==> src/rtl/inst_encoder.sv <==
`default_nettype none
// ============================================================================
// Module     : inst_encoder
// Description: RV32I(+M) instruction encoder. Takes decoded fields (op
//              select, rd, rs1, rs2, imm) over valid/ready, packs them into
//              32-bit instruction words and queues them in a DEPTH-entry
//              FIFO. Illegal requests are queued as inst=0 with an illegal
//              flag and latch err_sticky until reset.
//              Optional RV32M encoding is enabled by defining the macro
//              INST_ENCODER_MEXT_EN; without it ops 1A-1E are illegal.
// Revision   : 1.0 - initial release
// ============================================================================
module inst_encoder #(
    parameter int DEPTH = 4
) (
    input  logic                       clk,
    input  logic                       rst,
    input  logic                       in_valid,
    output logic                       in_ready,
    input  logic [4:0]                 in_op,
    input  logic [4:0]                 in_rd,
    input  logic [4:0]                 in_rs1,
    input  logic [4:0]                 in_rs2,
    input  logic [31:0]                in_imm,
    output logic                       out_valid,
    input  logic                       out_ready,
    output logic [31:0]                out_inst,
    output logic                       out_illegal,
    output logic [$clog2(DEPTH+1)-1:0] occupancy,
    output logic                       err_sticky
);

    localparam int AW = (DEPTH > 1) ? $clog2(DEPTH) : 1;
    localparam int CW = $clog2(DEPTH + 1);

    localparam logic [6:0] C_OPC_OP     = 7'b0110011;
    localparam logic [6:0] C_OPC_OPIMM  = 7'b0010011;
    localparam logic [6:0] C_OPC_LOAD   = 7'b0000011;
    localparam logic [6:0] C_OPC_STORE  = 7'b0100011;
    localparam logic [6:0] C_OPC_BRANCH = 7'b1100011;
    localparam logic [6:0] C_OPC_JAL    = 7'b1101111;
    localparam logic [6:0] C_OPC_JALR   = 7'b1100111;
    localparam logic [6:0] C_OPC_LUI    = 7'b0110111;
    localparam logic [6:0] C_OPC_AUIPC  = 7'b0010111;
    localparam logic [6:0] C_F7_ALT     = 7'b0100000;
`ifdef INST_ENCODER_MEXT_EN
    localparam logic [6:0] C_F7_MULDIV  = 7'b0000001;
`endif

    // Instruction format selects both the bit packing and the immediate rule.
    typedef enum logic [2:0] {
        FMT_R  = 3'd0,
        FMT_I  = 3'd1,
        FMT_SH = 3'd2,
        FMT_S  = 3'd3,
        FMT_B  = 3'd4,
        FMT_J  = 3'd5,
        FMT_U  = 3'd6
    } fmt_e;

    fmt_e               w_fmt;
    logic [2:0]         w_f3;
    logic [6:0]         w_f7;
    logic [6:0]         w_opc;
    logic               w_op_bad;
    logic               w_imm_ok;
    logic [31:0]        w_enc;
    logic               w_illegal;
    logic [31:0]        w_inst;
    logic signed [31:0] w_simm;
    logic               w_fits_i;
    logic               w_fits_b;
    logic               w_fits_j;
    logic               w_fits_sh;
    logic               w_fits_u;
    logic               w_push;
    logic               w_pop;

    logic [31:0]   r_mem_inst [DEPTH];
    logic          r_mem_ill  [DEPTH];
    logic [AW-1:0] r_wr_ptr;
    logic [AW-1:0] r_rd_ptr;
    logic [CW-1:0] r_count;
    logic          r_err;

    // Immediate range checks for each format.
    assign w_simm    = $signed(in_imm);
    assign w_fits_i  = (w_simm >= -32'sd2048) && (w_simm <= 32'sd2047);
    assign w_fits_b  = (w_simm >= -32'sd4096) && (w_simm <= 32'sd4094) && !in_imm[0];
    assign w_fits_j  = (w_simm >= -32'sd1048576) && (w_simm <= 32'sd1048574) && !in_imm[0];
    assign w_fits_sh = (in_imm[31:5] == 27'd0);
    assign w_fits_u  = (in_imm[11:0] == 12'd0);

    // Op decode: format, funct3/funct7, opcode, and ops that can never encode.
    always_comb begin
        w_fmt    = FMT_R;
        w_f3     = 3'b000;
        w_f7     = 7'b0000000;
        w_opc    = C_OPC_OP;
        w_op_bad = 1'b0;
        case (in_op)
            5'h00: w_f3 = 3'b000;
            5'h01: begin w_f3 = 3'b000; w_f7 = C_F7_ALT; end
            5'h02: w_f3 = 3'b001;
            5'h03: w_f3 = 3'b010;
            5'h04: w_f3 = 3'b011;
            5'h05: w_f3 = 3'b100;
            5'h06: w_f3 = 3'b101;
            5'h07: begin w_f3 = 3'b101; w_f7 = C_F7_ALT; end
            5'h08: w_f3 = 3'b110;
            5'h09: w_f3 = 3'b111;
            5'h0A: begin w_fmt = FMT_I;  w_opc = C_OPC_OPIMM; w_f3 = 3'b000; end
            5'h0B: begin w_fmt = FMT_I;  w_opc = C_OPC_OPIMM; w_f3 = 3'b010; end
            5'h0C: begin w_fmt = FMT_I;  w_opc = C_OPC_OPIMM; w_f3 = 3'b100; end
            5'h0D: begin w_fmt = FMT_I;  w_opc = C_OPC_OPIMM; w_f3 = 3'b110; end
            5'h0E: begin w_fmt = FMT_I;  w_opc = C_OPC_OPIMM; w_f3 = 3'b111; end
            5'h0F: begin w_fmt = FMT_SH; w_opc = C_OPC_OPIMM; w_f3 = 3'b001; end
            5'h10: begin w_fmt = FMT_SH; w_opc = C_OPC_OPIMM; w_f3 = 3'b101; end
            5'h11: begin w_fmt = FMT_SH; w_opc = C_OPC_OPIMM; w_f3 = 3'b101; w_f7 = C_F7_ALT; end
            5'h12: begin w_fmt = FMT_I;  w_opc = C_OPC_LOAD;   w_f3 = 3'b010; end
            5'h13: begin w_fmt = FMT_S;  w_opc = C_OPC_STORE;  w_f3 = 3'b010; end
            5'h14: begin w_fmt = FMT_B;  w_opc = C_OPC_BRANCH; w_f3 = 3'b000; end
            5'h15: begin w_fmt = FMT_B;  w_opc = C_OPC_BRANCH; w_f3 = 3'b001; end
            5'h16: begin w_fmt = FMT_J;  w_opc = C_OPC_JAL; end
            5'h17: begin w_fmt = FMT_I;  w_opc = C_OPC_JALR;   w_f3 = 3'b000; end
            5'h18: begin w_fmt = FMT_U;  w_opc = C_OPC_LUI; end
            5'h19: begin w_fmt = FMT_U;  w_opc = C_OPC_AUIPC; end
`ifdef INST_ENCODER_MEXT_EN
            5'h1A: begin w_f7 = C_F7_MULDIV; w_f3 = 3'b000; end
            5'h1B: begin w_f7 = C_F7_MULDIV; w_f3 = 3'b100; end
            5'h1C: begin w_f7 = C_F7_MULDIV; w_f3 = 3'b101; end
            5'h1D: begin w_f7 = C_F7_MULDIV; w_f3 = 3'b110; end
            5'h1E: begin w_f7 = C_F7_MULDIV; w_f3 = 3'b111; end
`else
            5'h1A, 5'h1B, 5'h1C, 5'h1D, 5'h1E: w_op_bad = 1'b1;
`endif
            default: w_op_bad = 1'b1;
        endcase
    end

    // Field packing per format; only fields the format uses reach the word.
    always_comb begin
        w_enc    = 32'd0;
        w_imm_ok = 1'b1;
        case (w_fmt)
            FMT_R: begin
                w_enc = {w_f7, in_rs2, in_rs1, w_f3, in_rd, w_opc};
            end
            FMT_I: begin
                w_enc    = {in_imm[11:0], in_rs1, w_f3, in_rd, w_opc};
                w_imm_ok = w_fits_i;
            end
            FMT_SH: begin
                w_enc    = {w_f7, in_imm[4:0], in_rs1, w_f3, in_rd, w_opc};
                w_imm_ok = w_fits_sh;
            end
            FMT_S: begin
                w_enc    = {in_imm[11:5], in_rs2, in_rs1, w_f3, in_imm[4:0], w_opc};
                w_imm_ok = w_fits_i;
            end
            FMT_B: begin
                w_enc    = {in_imm[12], in_imm[10:5], in_rs2, in_rs1, w_f3,
                            in_imm[4:1], in_imm[11], w_opc};
                w_imm_ok = w_fits_b;
            end
            FMT_J: begin
                w_enc    = {in_imm[20], in_imm[10:1], in_imm[11], in_imm[19:12], in_rd, w_opc};
                w_imm_ok = w_fits_j;
            end
            FMT_U: begin
                w_enc    = {in_imm[31:12], in_rd, w_opc};
                w_imm_ok = w_fits_u;
            end
            default: begin
                w_enc    = 32'd0;
                w_imm_ok = 1'b0;
            end
        endcase
    end

    assign w_illegal = w_op_bad || !w_imm_ok;
    assign w_inst    = w_illegal ? 32'd0 : w_enc;

    // Full blocks input regardless of a same-cycle pop; reset holds it low.
    assign in_ready    = !rst && (r_count != CW'(DEPTH));
    assign out_valid   = (r_count != '0);
    assign w_push      = in_valid && in_ready;
    assign w_pop       = out_valid && out_ready;
    assign out_inst    = r_mem_inst[r_rd_ptr];
    assign out_illegal = r_mem_ill[r_rd_ptr];
    assign occupancy   = r_count;
    assign err_sticky  = r_err;

    // FIFO storage, pointers (wrap naturally at power-of-two DEPTH), count, sticky error.
    always_ff @(posedge clk) begin
        if (rst) begin
            for (int i = 0; i < DEPTH; i++) begin
                r_mem_inst[i] <= 32'd0;
                r_mem_ill[i]  <= 1'b0;
            end
            r_wr_ptr <= '0;
            r_rd_ptr <= '0;
            r_count  <= '0;
            r_err    <= 1'b0;
        end else begin
            if (w_push) begin
                r_mem_inst[r_wr_ptr] <= w_inst;
                r_mem_ill[r_wr_ptr]  <= w_illegal;
                r_wr_ptr             <= r_wr_ptr + AW'(1);
            end
            if (w_pop) begin
                r_rd_ptr <= r_rd_ptr + AW'(1);
            end
            case ({w_push, w_pop})
                2'b10:   r_count <= r_count + CW'(1);
                2'b01:   r_count <= r_count - CW'(1);
                default: r_count <= r_count;
            endcase
            r_err <= r_err || (w_push && w_illegal);
        end
    end

endmodule
`default_nettype wire

==> config.mk <==
export PLATFORM = sky130hd
export DESIGN_NAME = inst_encoder
export DESIGN_NICKNAME = d
export VERILOG_FILES = /design/src/rtl/inst_encoder.sv
export SDC_FILE = /design/constraint.sdc
export NUM_CORES = 1
export LEC_CHECK = 0
export ABC_AREA = 1
export CORE_ASPECT_RATIO = 0.75
export CORE_MARGIN = 3
export CORE_UTILIZATION = 50
export CTS_CLUSTER_DIAMETER = 40
export DETAILED_ROUTE_END_ITERATION = 7
export PLACE_DENSITY = 0.89
export SLEW_MARGIN = 15
export SYNTH_ARGS = -nofsm -noshare
export SYNTH_HDL_FRONTEND = slang
export SYNTH_SLANG_ARGS = --single-unit
==> constraint.sdc <==
create_clock -name clk -period 4.15 [get_ports clk]
set_clock_uncertainty 0.2 [all_clocks]
set_input_delay 1.0375 -clock clk [delete_from_list [all_inputs] [get_ports clk]]
set_output_delay 1.0375 -clock clk [all_outputs]
set_load 0.02 [all_outputs]
==> impl_metrics.tcl, run 1 <==
set metrics [dict create \
    outcome "finished, final reports clean" \
    drv_slew 0 \
    viasPerCell 5.831 \
    coreArea_um2 13420 \
    synth_edf_count 128 \
    critical-path-max-stage-delay_ps 900 \
    slew_headroom 0.4036 \
    clock_power_share 0.345 \
    seq_area_um2 4045 \
    syn_area_um2 7078 \
    cts_setup_buffers 0 \
    num_io_pins 95 \
    cp_slowest_cell "dfxtp_1" \
    swShare 0.3139 \
    final_hold_viol_count 0 \
    grt_max_degree 65 \
    synth_top_area_share 0.5430 \
    reg2regPathDepth 9 \
    crit_path_max_fanout 24 \
    cap_violations 0 \
    worstSkewPairLatency_ps 410 \
    cts_root_buffer "clkbuf_16" \
    met2WireLength_um 9242 \
    setup_violations 0 \
    fillers 1039 \
    fp.dieW_um 143.4 \
    rsz0062_at_grt "no" \
    path_cells "o21ai_0, o22ai_1, clkdlybuf4s50_1" \
    power_frac_comb 0.285 \
    h-tree-depth 4 \
    stdcell_count 1079 \
    power_density_nw_per_um2 508.6 \
    fin_nets 953 \
    antennaDiodeCount 0 \
    period_share 0.9391 \
    min_from "r_rd_ptr[1]" \
    rrSetupSlack_ps 1800 \
    cts_resized 0 \
    cts_buffers 17 \
    r2r-end "r_mem_inst[2][11]" \
    irDropWorstVdd_mv 0.2915 \
    wl_met1_um 8072 \
    stdcell_area_um2 8802 \
    top_layer "met4" \
    hold_path_end "r_rd_ptr[1]" \
    leakage_nw 3.460 \
    synth_commonest_cells "nor2_1 (246), edfxtp_1 (128), nand2_1 (92), o21ai_0 (76), inv_1 (57)" \
    ys_seq_area_frac 0.5713 \
    clock-sinks 138 \
    dieArea_um2 15630 \
    vias 6292 \
    routed-wl-met3_um 2357 \
    async_flop_share 0 \
    clk_pin_slew_worst_paths_ps 60 \
    synth_seq_cells 138 \
    tightest_slew_ps 893.4 \
    fmax_ghz 0.2566 \
    clk_path_buf_depth 2 \
    p_int_mw 3.072 \
    syn_area_per_cell_um2 8.892 \
    rows 36 \
    multi_input_area_um2 2577 \
    syn_inst 796 \
    synth_flop_cell "edfxtp_1" \
    grt_pass1_wl_um 31480 \
    area_growth_syn_to_layout_pct 24.36 \
    cp-start-kind "flop" \
    cts_tree "yes" \
    synth_top_area_cell "edfxtp_1" \
    dpl.cell_count 1047 \
    drt_iter0_markers 642 \
    drive_gt1_frac 0.08700 \
    post_drt_wl_per_cell_um 18.58 \
    cp_data_arrival_time_ps 2660 \
    synthTopCellsByArea "edfxtp_1 (54%), nor2_1 (13%), o21ai_0 (5.4%)" \
    critPathKind "flop to output port" \
    ant_nets 0 \
    finalCriticalPeriod_ps 3897 \
    die_y_um 109.0 \
    synth_nets 854 \
    synth_cell_types 40 \
    yosysWarnings 0 \
    power_frac_seq 0.371 \
    grtUsageTotal 0.2653 \
    cp.required_ps 2910 \
    p_sw_mw 1.406 \
    drt-pass1-iter-count 5 \
    wl_um 20050 \
    hold_depth 2 \
    io_buffers 94 \
    gr-total-overflow 0 \
    holdBufCountCts 0 \
    dp_hpwl_um 13610 \
    grt_pass1_vias 6188 \
    antenna_found_initial 0 \
    cp-end-kind "output port" \
    hold_path_class "flop to flop" \
    rr_startpoint "occupancy[0]" \
    yosysMostFrequentCell "nor2_1" \
    dpl_cell_area_um2 8182 \
    place.gp.congestion 0.9985 \
    start_util 0.5273 \
    drc_errors 0 \
    tns_ps 0 \
]
-- kinds of logic after synthesis --
kind of cell | Yosys count | synth area share
DFF | 138 | 0.5713
and+or+nand+nor | 396 | 0.2314
AOI/OAI and AO/OA | 155 | 0.1220
muxes | 4 | 0.005657
adders and majority gates | 2 | 0.004596
buffers and inverters | 101 | 0.06505
-- placed cells by master (no fill, tap or decap), types with 2 or more instances in the layout --
cell / instances
a21oi_1: 27
mux2i_1: 4
nand2_2: 5
clkinv_4: 4
inv_4: 4
nand2_4: 3
inv_1: 57
clkbuf_1: 3
a22oi_1: 5
inv_2: 5
nand2_1: 92
nand4_1: 7
nor2_2: 6
clkinv_1: 3
dfxtp_1: 9
o21ai_2: 2
nor2_4: 4
clkbuf_16: 22
o22ai_1: 34
o21ai_0: 75
edfxtp_1: 128
nand3_1: 25
clkinv_2: 2
a31oi_1: 4
o2111ai_1: 2
nor2_1: 246
buf_4: 18
clkdlybuf4s50_1: 94
nor3_1: 4
-- cell type report --
| class | instances | area share |
|---|---|---|
| clock buffer | 26 | 0.06539 |
| clock inverter | 6 | 0.005117 |
| inverter | 69 | 0.03056 |
| multi-input combinational | 557 | 0.2928 |
| sequential | 138 | 0.4596 |
| tap | 171 | 0.02431 |
| timing repair buffer | 112 | 0.1222 |
-- worst max-delay path: cells and delay by family (launching register included) --
family                 cells  cell delay (ps)
AOI/OAI and AO/OA          2              650
buffers and inverters      1              680
DFF                        1              900
-- power by group through the flow --
stage                     registers, mW  logic [mW]  clock network, mW
after floorplan                    1.68       0.706                  0
after global placement             1.68        1.24                  0
after detailed placement           1.69        1.26                  0
after CTS                          1.66        1.27               1.54
after global routing               1.67        1.37               1.61
final                              1.66        1.27               1.54
-- metal layers --
layer  vias to the layer above  global-route usage
met1                      2929              0.3621
met3                        37             0.07847
met2                       421              0.4126
li1                       2905                   -
met4                         0             0.08266
met5                         -                   0
-- stage by stage --
| stage | utilization | hold slack, ps | worst slack, ps | power [mW] |
|---|---|---|---|---|
| CTS | 0.6558 | 270.1 | 282.3 | 4.472 |
| finish | 0.6558 | 271.4 | 252.7 | 4.477 |
| global route | 0.6558 | 312.5 | 99.67 | 4.647 |
| detailed placement | 0.6095 | 247.1 | 202.6 | 2.950 |
| global placement | 0.6095 | 238.9 | 259.0 | 2.918 |
| floorplan | - | 235.8 | 92.34 | 2.389 |
-- how the worst max path moves through the flow --
stage               slack (ps)  cells past startpoint                end     start
floorplan                   90                      5       r_mem_ill[3]       rst
finish                     250                      3        out_inst[1]      flop
global route               100                      3        out_inst[1]      flop
CTS                        280                      3        out_inst[1]      flop
detailed placement         200                     14  r_mem_inst[0][24]  in_op[1]
global placement           260                     14  r_mem_inst[3][22]  in_op[1]
-- sequential cells by signal (all words and copies together) (netlist names), named ones only --
register    flops
err_sticky      1
occupancy       3
r_mem_ill       4
r_mem_inst    124
r_rd_ptr        2
r_wr_ptr        2
Power figures use the tool's default switching activity.
==> run 2, diff against run 1 <==
- SKIP_CTS_REPAIR_TIMING: not set -> 1
==> results of run 2 <==
Same layout as run 1: the final DEF is identical, and so are final timing and power.
